## src/rtl/mem_port_arbiter_pkg.sv

```systemverilog
// Shared types and constants for the three-requester memory port arbiter.
package arb_pkg;

  typedef enum logic [1:0] {
    IDLE   = 2'd0,
    ACCESS = 2'd1,
    DONE   = 2'd2
  } arb_state_t;

  localparam int NUM_REQ = 3;

  localparam logic [1:0] REQ_FETCH  = 2'd0;
  localparam logic [1:0] REQ_DREAD  = 2'd1;
  localparam logic [1:0] REQ_DWRITE = 2'd2;

endpackage

```

## src/rtl/mem_port_arbiter_if.sv

```systemverilog
// Request/select/handshake bundle between the core control and the memory port arbiter.
interface mem_port_arbiter_if;
  import arb_pkg::*;

  logic [NUM_REQ-1:0] req;
  logic               sel_first;
  logic               sel_second;
  logic               sel_third;
  logic               mem_en;
  logic [NUM_REQ-1:0] ack;
  logic               busy;

  modport master (
    output req,
    input  sel_first, sel_second, sel_third, mem_en, ack, busy
  );

  modport slave (
    input  req,
    output sel_first, sel_second, sel_third, mem_en, ack, busy
  );

endinterface

```

## src/rtl/mem_port_arbiter_rr_pick.sv

```systemverilog
// Combinational round-robin pick: searches upward from the requester after last, with wrap.
module rr_pick
  import arb_pkg::*;
(
  input  logic [NUM_REQ-1:0] req,
  input  logic [1:0]         last,
  output logic [1:0]         winner,
  output logic               any_req
);

  always_comb begin
    // NOTE: outputs are assigned before the case so no path leaves them unassigned (no latch).
    winner  = REQ_FETCH;
    any_req = |req;
    case (last)
      REQ_FETCH:
        winner = req[REQ_DREAD]  ? REQ_DREAD  : (req[REQ_DWRITE] ? REQ_DWRITE : REQ_FETCH);
      REQ_DREAD:
        winner = req[REQ_DWRITE] ? REQ_DWRITE : (req[REQ_FETCH]  ? REQ_FETCH  : REQ_DREAD);
      default:
        winner = req[REQ_FETCH]  ? REQ_FETCH  : (req[REQ_DREAD]  ? REQ_DREAD  : REQ_DWRITE);
    endcase
  end

endmodule

```

## src/rtl/mem_port_arbiter.sv

```systemverilog
// Round-robin arbiter/sequencer for one shared fixed-latency memory port with three requesters.
module mem_port_arbiter
  import arb_pkg::*;
#(
  parameter int ACCESS_CYCLES = 4
) (
  input  logic                clk,
  input  logic                rst_n,
  mem_port_arbiter_if.slave   bus
);

  localparam int CNT_W = (ACCESS_CYCLES < 2) ? 1 : $clog2(ACCESS_CYCLES + 1);

  arb_state_t         r_state;
  logic [CNT_W-1:0]   r_cnt;
  logic [1:0]         r_last;
  logic [NUM_REQ-1:0] r_sel;
  logic [NUM_REQ-1:0] r_ack;
  logic               r_mem_en;
  logic               r_busy;

  logic [1:0]         w_winner;
  logic               w_any_req;

  rr_pick u_pick (
    .req     (bus.req),
    .last    (r_last),
    .winner  (w_winner),
    .any_req (w_any_req)
  );

  // NOTE: all state uses non-blocking assignment so every register sees pre-edge values.
  always_ff @(posedge clk or negedge rst_n) begin
    if (!rst_n) begin
      r_state  <= IDLE;
      r_cnt    <= '0;
      r_last   <= REQ_DWRITE;
      r_sel    <= '0;
      r_ack    <= '0;
      r_mem_en <= 1'b0;
      r_busy   <= 1'b0;
    end else begin
      r_ack <= '0;
      case (r_state)
        IDLE: begin
          if (w_any_req) begin
            r_state  <= ACCESS;
            r_sel    <= NUM_REQ'(3'b001 << w_winner);
            r_mem_en <= 1'b1;
            r_busy   <= 1'b1;
            r_cnt    <= CNT_W'(ACCESS_CYCLES - 1);
            r_last   <= w_winner;
          end
        end
        ACCESS: begin
          if (r_cnt != '0) begin
            r_cnt <= r_cnt - CNT_W'(1);
          end else begin
            // Select is one-hot on the winner, so it doubles as the ack vector.
            r_state  <= DONE;
            r_mem_en <= 1'b0;
            r_ack    <= r_sel;
          end
        end
        DONE: begin
          r_state <= IDLE;
          r_sel   <= '0;
          r_busy  <= 1'b0;
        end
        default: begin
          r_state  <= IDLE;
          r_sel    <= '0;
          r_mem_en <= 1'b0;
          r_busy   <= 1'b0;
        end
      endcase
    end
  end

  assign bus.sel_first  = r_sel[REQ_FETCH];
  assign bus.sel_second = r_sel[REQ_DREAD];
  assign bus.sel_third  = r_sel[REQ_DWRITE];
  assign bus.mem_en     = r_mem_en;
  assign bus.ack        = r_ack;
  assign bus.busy       = r_busy;

endmodule
```

## src/flat_wrapper.sv

```systemverilog
// flat-port wrapper written by rule: the top's interface ports become plain ports
module mem_port_arbiter_flat import arb_pkg::*;
#(
  parameter int ACCESS_CYCLES = 4
)
  (clk, rst_n, bus_req, bus_sel_first, bus_sel_second, bus_sel_third, bus_mem_en, bus_ack, bus_busy);
  mem_port_arbiter_if bus_i ();
  input  logic clk;
  input  logic rst_n;
  input wire logic [$bits(bus_i.req)-1:0] bus_req;
  output wire logic [$bits(bus_i.sel_first)-1:0] bus_sel_first;
  output wire logic [$bits(bus_i.sel_second)-1:0] bus_sel_second;
  output wire logic [$bits(bus_i.sel_third)-1:0] bus_sel_third;
  output wire logic [$bits(bus_i.mem_en)-1:0] bus_mem_en;
  output wire logic [$bits(bus_i.ack)-1:0] bus_ack;
  output wire logic [$bits(bus_i.busy)-1:0] bus_busy;
  assign bus_i.req = bus_req;
  assign bus_sel_first = bus_i.sel_first;
  assign bus_sel_second = bus_i.sel_second;
  assign bus_sel_third = bus_i.sel_third;
  assign bus_mem_en = bus_i.mem_en;
  assign bus_ack = bus_i.ack;
  assign bus_busy = bus_i.busy;
  mem_port_arbiter #(.ACCESS_CYCLES(ACCESS_CYCLES)) u_core (.clk(clk), .rst_n(rst_n), .bus(bus_i));
endmodule
```

## config.mk

```make
export PLATFORM = sky130hd
export DESIGN_NAME = mem_port_arbiter_flat
export DESIGN_NICKNAME = d
export VERILOG_FILES = /design/src/rtl/mem_port_arbiter_pkg.sv /design/src/rtl/mem_port_arbiter_if.sv /design/src/rtl/mem_port_arbiter_rr_pick.sv /design/src/rtl/mem_port_arbiter.sv /design/src/flat_wrapper.sv
export SDC_FILE = /design/constraint.sdc
export NUM_CORES = 1
export LEC_CHECK = 0
export ABC_AREA = 1
export BUFFER_PORTS_ARGS = -buffer_cell sky130_fd_sc_hd__buf_2
export CORE_AREA = 2 2 40 42
export DETAILED_ROUTE_END_ITERATION = 6
export DIE_AREA = 0 0 42 44
export GPL_TIMING_DRIVEN = 0
export HOLD_SLACK_MARGIN = 0.15
export PLACE_DENSITY = 0.75
export SETUP_SLACK_MARGIN = 0.15
export SYNTH_ARGS = -nofsm -noshare
export SYNTH_HDL_FRONTEND = slang
export SYNTH_SLANG_ARGS = --single-unit
```

## constraint.sdc

```tcl
create_clock -name clk -period 2.4 [get_ports clk]
set_input_delay 0.6 -clock clk [delete_from_list [all_inputs] [get_ports clk]]
set_output_delay 0.6 -clock clk [all_outputs]
set_load 0.1 [all_outputs]
```

* Word level (Yosys, flattened, before mapping) *
Cells that the tools add are included.
Widths: inputs -> output; s select.

storage, ports and cells
  register bits after elaboration = 15
  bits in latches = 0
  bits in writable memories = 0
  ROM bits = 0
  output and inout port bits = 8
  memories = 0

cells by class
  $add $sub $neg = 1
  $mul = 0
  div/mod/pow operators = 0
  $lt $le $gt $ge = 0
  equality and inequality tests = 6
  shift operators = 1
  multiplexer cells = 21
  bitwise logic cells = 2
  reductions and logical operators = 10

operators by type and width
  cell                 count
  $mux 3               5
  $mux 2               7
  $pmux 3 s2           2
  $pmux 2 s2           2
  $reduce_and 2->1     3
  $reduce_and 3->1     2
  $eq 2x1->1 const B   2
  $logic_not 2->1      2
  $ne 2x2->1 const B   2
  $mux 1               3
  $pmux 1 s3           1
  $reduce_bool 3->1    1
  $reduce_or 3->1      1
  $shl 1x2->3 const A  1
  $sub 3x1->3 const B  1
  $eq 2x2->1 const B   1
  $ne 2x1->1 const B   1
  $not 1->1            2
  $pmux 1 s2           1
  $reduce_bool 2->1    1

* Logic depth before layout (Yosys ltp) *
  depth after elaboration = 6
  depth in mapped cells = 7
  gate-level depth less buffers = 7

* Modules after synthesis *
A second synthesis with hierarchy kept.

second synthesis, totals
  cell total of the unflattened synthesis = 90
  area total of the unflattened synthesis = 739.5 um^2

modules (own cells, without submodules)
  module            instances  cells an instance  area an instance (um^2)  sequential area each (um^2)
  mem_port_arbiter  1          74                 673.1                    376.6
  rr_pick           1          16                 66.3                     0.0

* Least setup slack after synthesis *
Ideal clock, no wire load.

  path type = register to output
  start point = reg u_core.r_sel[0]
  end point = out bus_sel_first
  arrival time = 0.912 ns
  required time = 1.800 ns
  slack = 0.888 ns
  stages on the path, launching flop included = 1
  path buffers = 0
  cell sequence = dfrtp_1

RTL lines
  item                    line                    text
  start, declared         mem_port_arbiter.sv:17  logic [NUM_REQ-1:0] r_sel;
  start signal, assigned  mem_port_arbiter.sv:48  r_sel <= NUM_REQ'(3'b001 << w_winner);
  end, declared           flat_wrapper.sv:11      output wire logic [$bits(bus_i.sel_first)-1:0] bus_sel_first;

No word-level cell between the ends.

* Worst setup path in the final report *
  start point = reg u_core.r_sel[0]
  end point = out bus_sel_first

No word-level cell between the ends.

==> out/results.tsv <==
metric	value	unit
ctsHoldBuffers	0	
grt_usage	14.5	%
r2r_end	u_core.bus.mem_en	
wl	1.10	mm
crit_arrival	1.09	ns
slowest_delay	0.43	ns
grt_pass1_wl	1.93	mm
layout_min_cycle_time	1.69	ns
dr.pass1.iters	4	
period_share	70.4	%
area_delta_synth_final	14.7	%
crit_family	buffers and inverters	
outcome	finished clean	
dieArea	0.00185	mm^2
vias_per_cell	4.54	
ctsHtreeMaxLevel	1	
antenna_cells	0	
avgSynthCellArea	8.63	um^2
tightest_slew	0.490	ns
initial_core_util	51.7	%
rr_startpoint	u_core.r_cnt[0]	
hold_viol	0	
synth_seq_cells	15	
yosysWarnings	0	
crit_path_end	bus_sel_first	
timing.setup.tns	0	ns
synth_top_area_cell	dfrtp_1	
synth_area	733	um^2
critPathKind	flip-flop to primary output	
grt_overflow	0	
num_rows	14	
r2r_slack	1.22	ns
nets	109	
cts_tree	built	
hold_path.class	input port to asynchronous set/reset pin	
max_freq	0.592	GHz
die_w	42	um
ys_types	17	
slew_headroom	67.5	%
drv_cap	0	
fill_cells	121	
crit_chain	buf_2	
synthTopCellsByCount	nand2_1, dfrtp_1, inv_1, nor2_1	
core-area	0.00142	mm^2
end_kind	primary output	
cp.depth	1	
gp_congestion	0.687	
path_buf_inv	1	
ys_seq_area_share	51.4	%
clkLatencyLatePin	0.28	ns
r2r_cells	7	
num_vias	531	
pin_count	13	
grt_max_degree	16	
die_y	44	um
slew_violations	0	
setup_viol	0	
async_flop_share	100	%
detailed_place_hpwl	862	um
synth_area_leaders	dfrtp_1, nand2_1, inv_1	
cts_buffers	3	
synth_cells	85	
drt_iter0_drc	5	
cts_setup_buffers	0	
worst_path_max_delay_cell	buf_2	
cts-resized-gates	0	
clockBufferDepth	2	
fin_skew	0.00333	ns
crit_required	1.80	ns
antenna_found_initial	0	
critPathMaxFanout	3	
yosysMostFrequentCell	nand2_1	
wire_per_inst	9.43	um
synth_top_area_share	47.8	%
synth_edf_count	0	
clkTransAtPathRegs	0.09	ns
cts_root_buf	clkbuf_4	
worstSetupStartpointType	flip-flop	
drtAntennaViolNets	0	
drcViolationCount	0	
syn_nets	92	
first_global_vias	498	
synth_ff_type	dfrtp_1	
rsz0062_at_grt	no	
drive_above_1_share	34.7	%
port_buffers	12	
cts.sinks	15	
startpoint	u_core.r_sel[0]	
[area by class of cell]
| type | instances | area [um^2] | share of cell area, % |
|---|---|---|---|
| clock inverter | 1 | 5.00 | 0.595 |
| multi-input combinational | 55 | 298 | 35.4 |
| clock buffer | 3 | 22.5 | 2.68 |
| inverter | 15 | 58.8 | 6.99 |
| tap | 16 | 20.0 | 2.38 |
| timing repair buffer | 12 | 60.1 | 7.14 |
| sequential | 15 | 377 | 44.8 |
[logic make-up after synthesis]
| family | after synthesis | synth area share [%] |
|---|---|---|
| AND/OR/NAND/NOR | 47 | 31.1 |
| AO/OA/AOI/OAI | 6 | 6.14 |
| flip-flops | 15 | 51.4 |
| buffers and inverters | 15 | 8.02 |
| adder cells (fa/ha/maj) | 2 | 3.41 |
[worst min path at each step]
stage                     cells past startpoint           endpoint              start
after floorplan                               0  u_core.bus.ack[0]              rst_n
after global placement                        2  u_core.bus.mem_en  u_core.bus.mem_en
after detailed placement                      2  u_core.bus.mem_en  u_core.bus.mem_en
after CTS                                     1  u_core.bus.ack[1]              rst_n
after global routing                          1  u_core.bus.ack[1]              rst_n
final                                         1  u_core.bus.ack[1]              rst_n
[sequential cells by signal, indices dropped and copies added (netlist names)]
name,count
u_core.bus.ack,3
u_core.r_cnt,3
u_core.r_sel,3
u_core.r_last,2
u_core.r_state,2
u_core.bus.busy,1
u_core.bus.mem_en,1
[layout by cell type (no fill, tap or decap)]
| master | Yosys | final |
|---|---|---|
| nor2_2 | 3 | 3 |
| dfrtp_1 | 14 | 14 |
| nand3_1 | 4 | 4 |
| dfstp_2 | 1 | 1 |
| nand2_4 | 2 | 2 |
| o21ai_1 | 2 | 2 |
| inv_1 | 12 | 12 |
| a21oi_2 | 1 | 1 |
| buf_2 | 0 | 12 |
| inv_2 | 2 | 2 |
| clkbuf_4 | 0 | 3 |
| inv_4 | 1 | 1 |
| nor2_4 | 1 | 1 |
| clkinv_2 | 0 | 1 |
| o21ai_2 | 3 | 3 |
| nand2_2 | 4 | 4 |
| nor2_1 | 9 | 9 |
| ha_1 | 2 | 2 |
| nand2_1 | 23 | 23 |
| nand3_2 | 1 | 1 |
[metal layers]
layer  vias up  wire length (um)  global-route usage (%)
li1        286                 -                       -
met1       229               522                    17.5
met2        12               494                    22.8
met3         4                55                    3.75
met4         0                30                    9.68
met5         -                 0                       0
[stage by stage]
stage | hold slack (ns) | utilization, % | setup slack, ns | instances | instance area [um^2]
after floorplan | 0.304 | - | 0.888 | 85 | 733
after global placement | 0.451 | 57.3 | 1.01 | 113 | 813
after detailed placement | 0.454 | 57.3 | 1.01 | 113 | 813
after CTS | 0.213 | 59.3 | 0.699 | 117 | 841
after global routing | 0.218 | 59.3 | 0.663 | 117 | 841
final | 0.203 | 59.3 | 0.710 | 117 | 841
Power is left out: the tool's default activity adds up to more than one toggle a clock period on the data nets, which glitch-free logic cannot reach.
